--- config.mk ---
export PLATFORM = sky130hd
export DESIGN_NAME = sat_addsub_pipe
export DESIGN_NICKNAME = d
export VERILOG_FILES = /design/src/rtl/sat_addsub_pipe.sv
export SDC_FILE = /design/constraint.sdc
export NUM_CORES = 1
export LEC_CHECK = 0
export BUFFER_PORTS_ARGS = -buffer_cell sky130_fd_sc_hd__clkbuf_2
export CAP_MARGIN = 40
export CORE_MARGIN = 2
export CORE_UTILIZATION = 46
export CTS_BUF_LIST = sky130_fd_sc_hd__clkbuf_16
export CTS_CLUSTER_SIZE = 8
export DETAILED_ROUTE_END_ITERATION = 8
export PLACE_DENSITY = 0.75
export REMOVE_ABC_BUFFERS = 1
export SETUP_SLACK_MARGIN = 0.5
export SYNTH_ARGS = -nofsm -noshare
export SYNTH_HDL_FRONTEND = slang
export SYNTH_SLANG_ARGS = --single-unit
--- constraint.sdc ---
create_clock -name clk -period 5.35 [get_ports clk]
set_input_delay 0.2675 -clock clk [delete_from_list [all_inputs] [get_ports clk]]
set_output_delay 0.2675 -clock clk [all_outputs]
set_load 0.02 [all_outputs]
--- src/rtl/sat_addsub_pipe.sv ---
// Two-stage pipelined saturating adder/subtractor with accumulator, valid/ready
// handshake and sticky overflow flag. Group carry-lookahead, rippling between groups.
module sat_addsub_pipe #(
    parameter int unsigned WIDTH = 16,
    parameter int unsigned GROUP = 4
) (
    input  logic             clk,
    input  logic             rst,
    input  logic             in_valid,
    output logic             in_ready,
    input  logic [1:0]       op,
    input  logic             uns,
    input  logic [WIDTH-1:0] a,
    input  logic [WIDTH-1:0] b,
    output logic             out_valid,
    input  logic             out_ready,
    output logic [WIDTH-1:0] result,
    output logic             ovf,
    output logic             cout,
    output logic             zero,
    output logic             neg,
    output logic [WIDTH-1:0] acc,
    output logic             ovf_sticky,
    input  logic             clr_sticky
);

    localparam int unsigned NGRP = WIDTH / GROUP;
    localparam logic [WIDTH-1:0] SMAX = {1'b0, {(WIDTH-1){1'b1}}};
    localparam logic [WIDTH-1:0] SMIN = {1'b1, {(WIDTH-1){1'b0}}};

    typedef enum logic [1:0] {
        OP_ADD  = 2'b00,
        OP_SUB  = 2'b01,
        OP_ACC  = 2'b10,
        OP_LOAD = 2'b11
    } op_e;

    // Stage 1 registers
    logic             s1_valid_q, s1_valid_d;
    op_e              s1_op_q, s1_op_d;
    logic             s1_uns_q, s1_uns_d;
    logic [WIDTH-1:0] s1_a_q, s1_a_d;
    logic [WIDTH-1:0] s1_b_q, s1_b_d;

    // Output stage and architectural state
    logic             out_valid_q, out_valid_d;
    logic [WIDTH-1:0] result_q, result_d;
    logic             ovf_q, ovf_d;
    logic             cout_q, cout_d;
    logic             zero_q, zero_d;
    logic             neg_q, neg_d;
    logic [WIDTH-1:0] acc_q, acc_d;
    logic             sticky_q, sticky_d;

    logic             adv_c;
    logic             is_sub_c;
    logic [WIDTH-1:0] add_x_c, add_y_c, gen_c, prop_c, add_sum_c;
    logic             add_cin_c;
    logic [WIDTH:0]   carry_c;
    logic [WIDTH-1:0] res_c;
    logic             ovf_c, cout_c;

    assign adv_c    = ~out_valid_q | out_ready;
    assign in_ready = adv_c;

    // Operand selection; subtraction is x + ~b + 1
    assign is_sub_c  = (s1_op_q == OP_SUB);
    assign add_x_c   = (s1_op_q == OP_ACC) ? acc_q : s1_a_q;
    assign add_y_c   = is_sub_c ? ~s1_b_q : s1_b_q;
    assign add_cin_c = is_sub_c;
    assign gen_c     = add_x_c & add_y_c;
    assign prop_c    = add_x_c ^ add_y_c;

    // Lookahead carries inside each group, group carry-in taken from the previous group
    always_comb begin : cla
        logic [WIDTH:0] cv;
        logic           gacc;
        logic           pacc;
        cv    = '0;
        cv[0] = add_cin_c;
        gacc  = 1'b0;
        pacc  = 1'b0;
        for (int gi = 0; gi < int'(NGRP); gi++) begin
            for (int k = 0; k < int'(GROUP); k++) begin
                gacc = gen_c[gi*int'(GROUP) + k];
                pacc = prop_c[gi*int'(GROUP) + k];
                for (int j = k - 1; j >= 0; j--) begin
                    gacc = gacc | (pacc & gen_c[gi*int'(GROUP) + j]);
                    pacc = pacc & prop_c[gi*int'(GROUP) + j];
                end
                cv[gi*int'(GROUP) + k + 1] = gacc | (pacc & cv[gi*int'(GROUP)]);
            end
        end
        carry_c = cv;
    end

    assign add_sum_c = prop_c ^ carry_c[WIDTH-1:0];

    // Saturation: signed overflow when carry into and out of the MSB differ
    always_comb begin
        res_c  = add_sum_c;
        ovf_c  = 1'b0;
        cout_c = carry_c[WIDTH];
        if (s1_op_q == OP_LOAD) begin
            res_c  = s1_a_q;
            cout_c = 1'b0;
        end else if (s1_uns_q) begin
            if (is_sub_c && !carry_c[WIDTH]) begin
                res_c = '0;
                ovf_c = 1'b1;
            end else if (!is_sub_c && carry_c[WIDTH]) begin
                res_c = '1;
                ovf_c = 1'b1;
            end
        end else if (carry_c[WIDTH] ^ carry_c[WIDTH-1]) begin
            res_c = add_x_c[WIDTH-1] ? SMIN : SMAX;
            ovf_c = 1'b1;
        end
    end

    // Pipeline advance, accumulator and sticky flag next-state
    always_comb begin
        s1_valid_d  = s1_valid_q;
        s1_op_d     = s1_op_q;
        s1_uns_d    = s1_uns_q;
        s1_a_d      = s1_a_q;
        s1_b_d      = s1_b_q;
        out_valid_d = out_valid_q;
        result_d    = result_q;
        ovf_d       = ovf_q;
        cout_d      = cout_q;
        zero_d      = zero_q;
        neg_d       = neg_q;
        acc_d       = acc_q;
        sticky_d    = sticky_q & ~clr_sticky;
        if (adv_c) begin
            s1_valid_d  = in_valid;
            s1_op_d     = op_e'(op);
            s1_uns_d    = uns;
            s1_a_d      = a;
            s1_b_d      = b;
            out_valid_d = s1_valid_q;
            if (s1_valid_q) begin
                result_d = res_c;
                ovf_d    = ovf_c;
                cout_d   = cout_c;
                zero_d   = (res_c == '0);
                neg_d    = res_c[WIDTH-1];
                if (s1_op_q == OP_ACC || s1_op_q == OP_LOAD) begin
                    acc_d = res_c;
                end
                if (ovf_c) begin
                    sticky_d = 1'b1;
                end
            end
        end
    end

    always_ff @(posedge clk) begin
        if (rst) begin
            s1_valid_q  <= 1'b0;
            s1_op_q     <= OP_ADD;
            s1_uns_q    <= 1'b0;
            s1_a_q      <= '0;
            s1_b_q      <= '0;
            out_valid_q <= 1'b0;
            result_q    <= '0;
            ovf_q       <= 1'b0;
            cout_q      <= 1'b0;
            zero_q      <= 1'b0;
            neg_q       <= 1'b0;
            acc_q       <= '0;
            sticky_q    <= 1'b0;
        end else begin
            s1_valid_q  <= s1_valid_d;
            s1_op_q     <= s1_op_d;
            s1_uns_q    <= s1_uns_d;
            s1_a_q      <= s1_a_d;
            s1_b_q      <= s1_b_d;
            out_valid_q <= out_valid_d;
            result_q    <= result_d;
            ovf_q       <= ovf_d;
            cout_q      <= cout_d;
            zero_q      <= zero_d;
            neg_q       <= neg_d;
            acc_q       <= acc_d;
            sticky_q    <= sticky_d;
        end
    end

    assign out_valid  = out_valid_q;
    assign result     = result_q;
    assign ovf        = ovf_q;
    assign cout       = cout_q;
    assign zero       = zero_q;
    assign neg        = neg_q;
    assign acc        = acc_q;
    assign ovf_sticky = sticky_q;

endmodule

==> run summary <==
crit-path cells - nor2b_1, buf_6, mux2_2, ha_1, a21oi_1, o21ai_0, a221oi_2, o21ai_2, nand2_1, nand2_1, inv_1, ha_1, nor2b_1, a21oi_2, o211ai_4, a22oi_2, o21ai_0, or3_1, o31ai_2
CTS HTree Levels - 3
Hold Path Origin - b[4]
vias in the first global route - 3677
YS warnings - 0
CTS tree - built
met2 GRT Util - 0.363
CP delay by family, top - compound AO/OA/AOI/OAI gates
Die Width - 101 um
Num CTS Buffers - 9
worst-path fanout max - 11
fill cell count - 887
slowest CP cell - a221oi_2
GRT met3 Usage - 0.0368
Final Slew Violations - 0
max_cap viols - 0
register area share after synthesis - 0.341
Rel. slew slack - 0.469
setup ws final - 0.825 ns
most common cell after layout, fill and taps aside - nand2_1
initial antenna violation count - 0
FF-to-FF Start - s1_op_q[1]
pre-CTS setup slack - 0.643 ns
crit path capture type - register
root buffer cell - clkbuf_16
ANT nets after route - 0
pwr dens - 319 mW/mm^2
GPL Wtd Cong - 0.913
fmax - 221 MHz
Worst R2R Path Depth - 19
Buffers on Ports - 78
Reg2Reg Capture Point - zero
Distinct cells, synth - 54
reg-to-reg slack, setup - 0.83 ns
Chip Height - 101 um
Final setup viols - 0
top_reg_cell synth - dfxtp_1
Startpoint Class - register
wire per inst - 15.8 um
Tmin final - 4.52 ns
mapped cell area - 0.00429 mm^2
Leakage Power - 2.22 nW
clock transition at the registers of the reported paths - 0.06 ns
worst path bufs/invs - 2
clk_lat worst skew - 0.33 ns
routed wire length - 11600 um
largest stage delay on the critical path - 0.42 ns
via count - 3963
# diodes - 0
row count - 35
Die ar. - 0.0101 mm^2
Gate Count Post-Synth - 552
Most Used Layer, Global Route - met2
Layout area overhead - 18.2%
Syn Area/Cell - 7.77 um^2
cell depth of the worst min-delay path - 3
Post-synth EDFFs - 0
Clock Skew - 0.00871 ns
worst path required time - 5.60 ns
Multi-input gate area - 0.00265 mm^2
DR vias/cell - 5.40
commonest cells after routing, fill and taps aside - nand2_1 (116), a21oi_1 (81), clkbuf_2 (78), dfxtp_1 (71), nor2_1 (63)
Num Clock Sinks - 73
CP Data Arrival Time - 4.77 ns
Starting Density - 0.468
core area - 0.00915 mm^2
Worst Path Class, Setup - register to register
final hold violation count - 0
GRT met1 Usage - 0.327
HP Class - input pin to register
VDD IR max - 0.000149 V
clock buffer depth - 2
fraction of registers with async set/reset - 0
register area - 0.00146 mm^2
1st-iter DRT viols - 253
part of the cycle the worst path needs - 0.846
# DRC - 0
run status - finished, final reports clean
#FFs+latches synth - 73
worst-margin pin slew - 0.794 ns
setup tns final - 0 ns
grt total ovfl - 0
gr usage total - 0.231
Hold EP - s1_b_q[4]
first-pass GRT wire length - 18400 um
nets - 680
router iterations before antenna repair - 4
RSZ-0062 raised after global routing - no
estimated wirelength of the detail-placed design - 8360 um
Top Ports - 79
largest net degree at the start of global routing - 75
CP startpoint - s1_op_q[1]
share of cells above drive strength 1 - 0.225
state kept, by name (all words and copies together) (netlist names):
| signal | count |
|---|---|
| s1_op_q | 2 |
| ovf_sticky | 1 |
| result | 16 |
| s1_b_q | 16 |
| s1_valid_q | 1 |
| ovf | 1 |
| out_valid | 1 |
| zero | 1 |
| cout | 1 |
| acc | 16 |
| s1_uns_q | 1 |
| s1_a_q | 16 |
power by group:
group,internal (mW),switching (mW)
Sequential,0.576,0.0277
Clock,0.356,0.231
Combinational,0.170,0.255
Yosys cell counts, types with 2 or more instances:
master,n,share of area
a211oi_1,5,0.0088
a21boi_0,2,0.0035
a21o_1,2,0.0035
a21oi_1,82,0.096
a21oi_2,2,0.0041
a221oi_1,3,0.0061
a22oi_1,5,0.0088
a22oi_2,3,0.0088
and2_0,3,0.0044
and2_1,3,0.0044
and3_1,5,0.0073
buf_1,2,0.0018
buf_4,3,0.0053
buf_6,2,0.0053
clkbuf_1,25,0.022
dfxtp_1,73,0.34
fa_1,3,0.014
ha_1,18,0.053
inv_1,16,0.014
mux2_2,14,0.037
mux2i_1,5,0.012
nand2_1,116,0.10
nand2b_1,9,0.013
nand3_1,6,0.0070
nand4_1,2,0.0029
nor2_1,63,0.055
nor2b_1,7,0.010
nor3_1,7,0.0082
o211ai_1,3,0.0053
o21a_1,3,0.0053
o21ai_0,10,0.012
or3_1,3,0.0044
xnor2_1,22,0.045
xor2_1,5,0.010
what timing repair did:
action | CTS | global route
hold buffers | 0 | 0
buffers inserted | 0 | 3
setup endpoints to repair | 0 | 2
resized for setup | 0 | 8
final cells by class:
cell class,instances,share of cell area
clock buffers,9,0.0445
well taps,111,0.0274
inverters,16,0.0119
clock inverters,6,0.0119
repair buffers,88,0.0926
multi-input cells,431,0.523
flip-flops and latches,73,0.289
worst reg2reg max path: stages, from the launching register on:
cell	delay, ns
dfxtp_2	0.39
nor2b_1	0.21
buf_6	0.20
mux2_2	0.37
ha_1	0.34
a21oi_1	0.15
o21ai_0	0.17
a221oi_2	0.42
o21ai_2	0.17
nand2_1	0.12
nand2_1	0.08
inv_1	0.10
ha_1	0.18
nor2b_1	0.08
a21oi_2	0.26
o211ai_4	0.18
a22oi_2	0.27
o21ai_0	0.15
or3_1	0.37
o31ai_2	0.23
how the worst max path moves through the flow:
stage | endpoint | slack, ns | cells after the start
detailed placement | zero | 0.64 | 19
CTS | zero | 0.57 | 19
floorplan | zero | 0.56 | 18
global route | zero | 0.54 | 19
finish | zero | 0.83 | 19
global placement | zero | 0.80 | 19
layer usage:
layer,part of all wire,vias up
li1,-,2014
met1,0.47,1820
met2,0.47,118
met3,0.057,11
met4,0.010,0
met5,0,-
logic make-up (layout without fill, tap and decap cells):
group                    Yosys count  after routing  share of synthesized area
adder cells (fa/ha/maj)           21             21                     0.0666
flip-flops                        73             73                      0.341
XOR/XNOR                          27             27                     0.0552
multiplexers                      19             19                     0.0485
AND/OR/NAND/NOR                  229            229                      0.233
AO/OA/AOI/OAI                    134            135                      0.207
buffers and inverters             49            119                     0.0493
stage by stage:
stage / hold WS [ns] / power [mW] / utilization / cell area (um^2) / instances
floorplan: 0.337 / 0.896 / - / 4140 / 519
global placement: 0.443 / 1.01 / 0.516 / 4720 / 715
detailed placement: 0.447 / 1.02 / 0.516 / 4720 / 715
CTS: 0.155 / 1.61 / 0.547 / 5000 / 730
global route: 0.161 / 1.69 / 0.553 / 5060 / 734
finish: 0.155 / 1.62 / 0.553 / 5060 / 734
No activity file was read; power rests on OpenSTA's default activity.
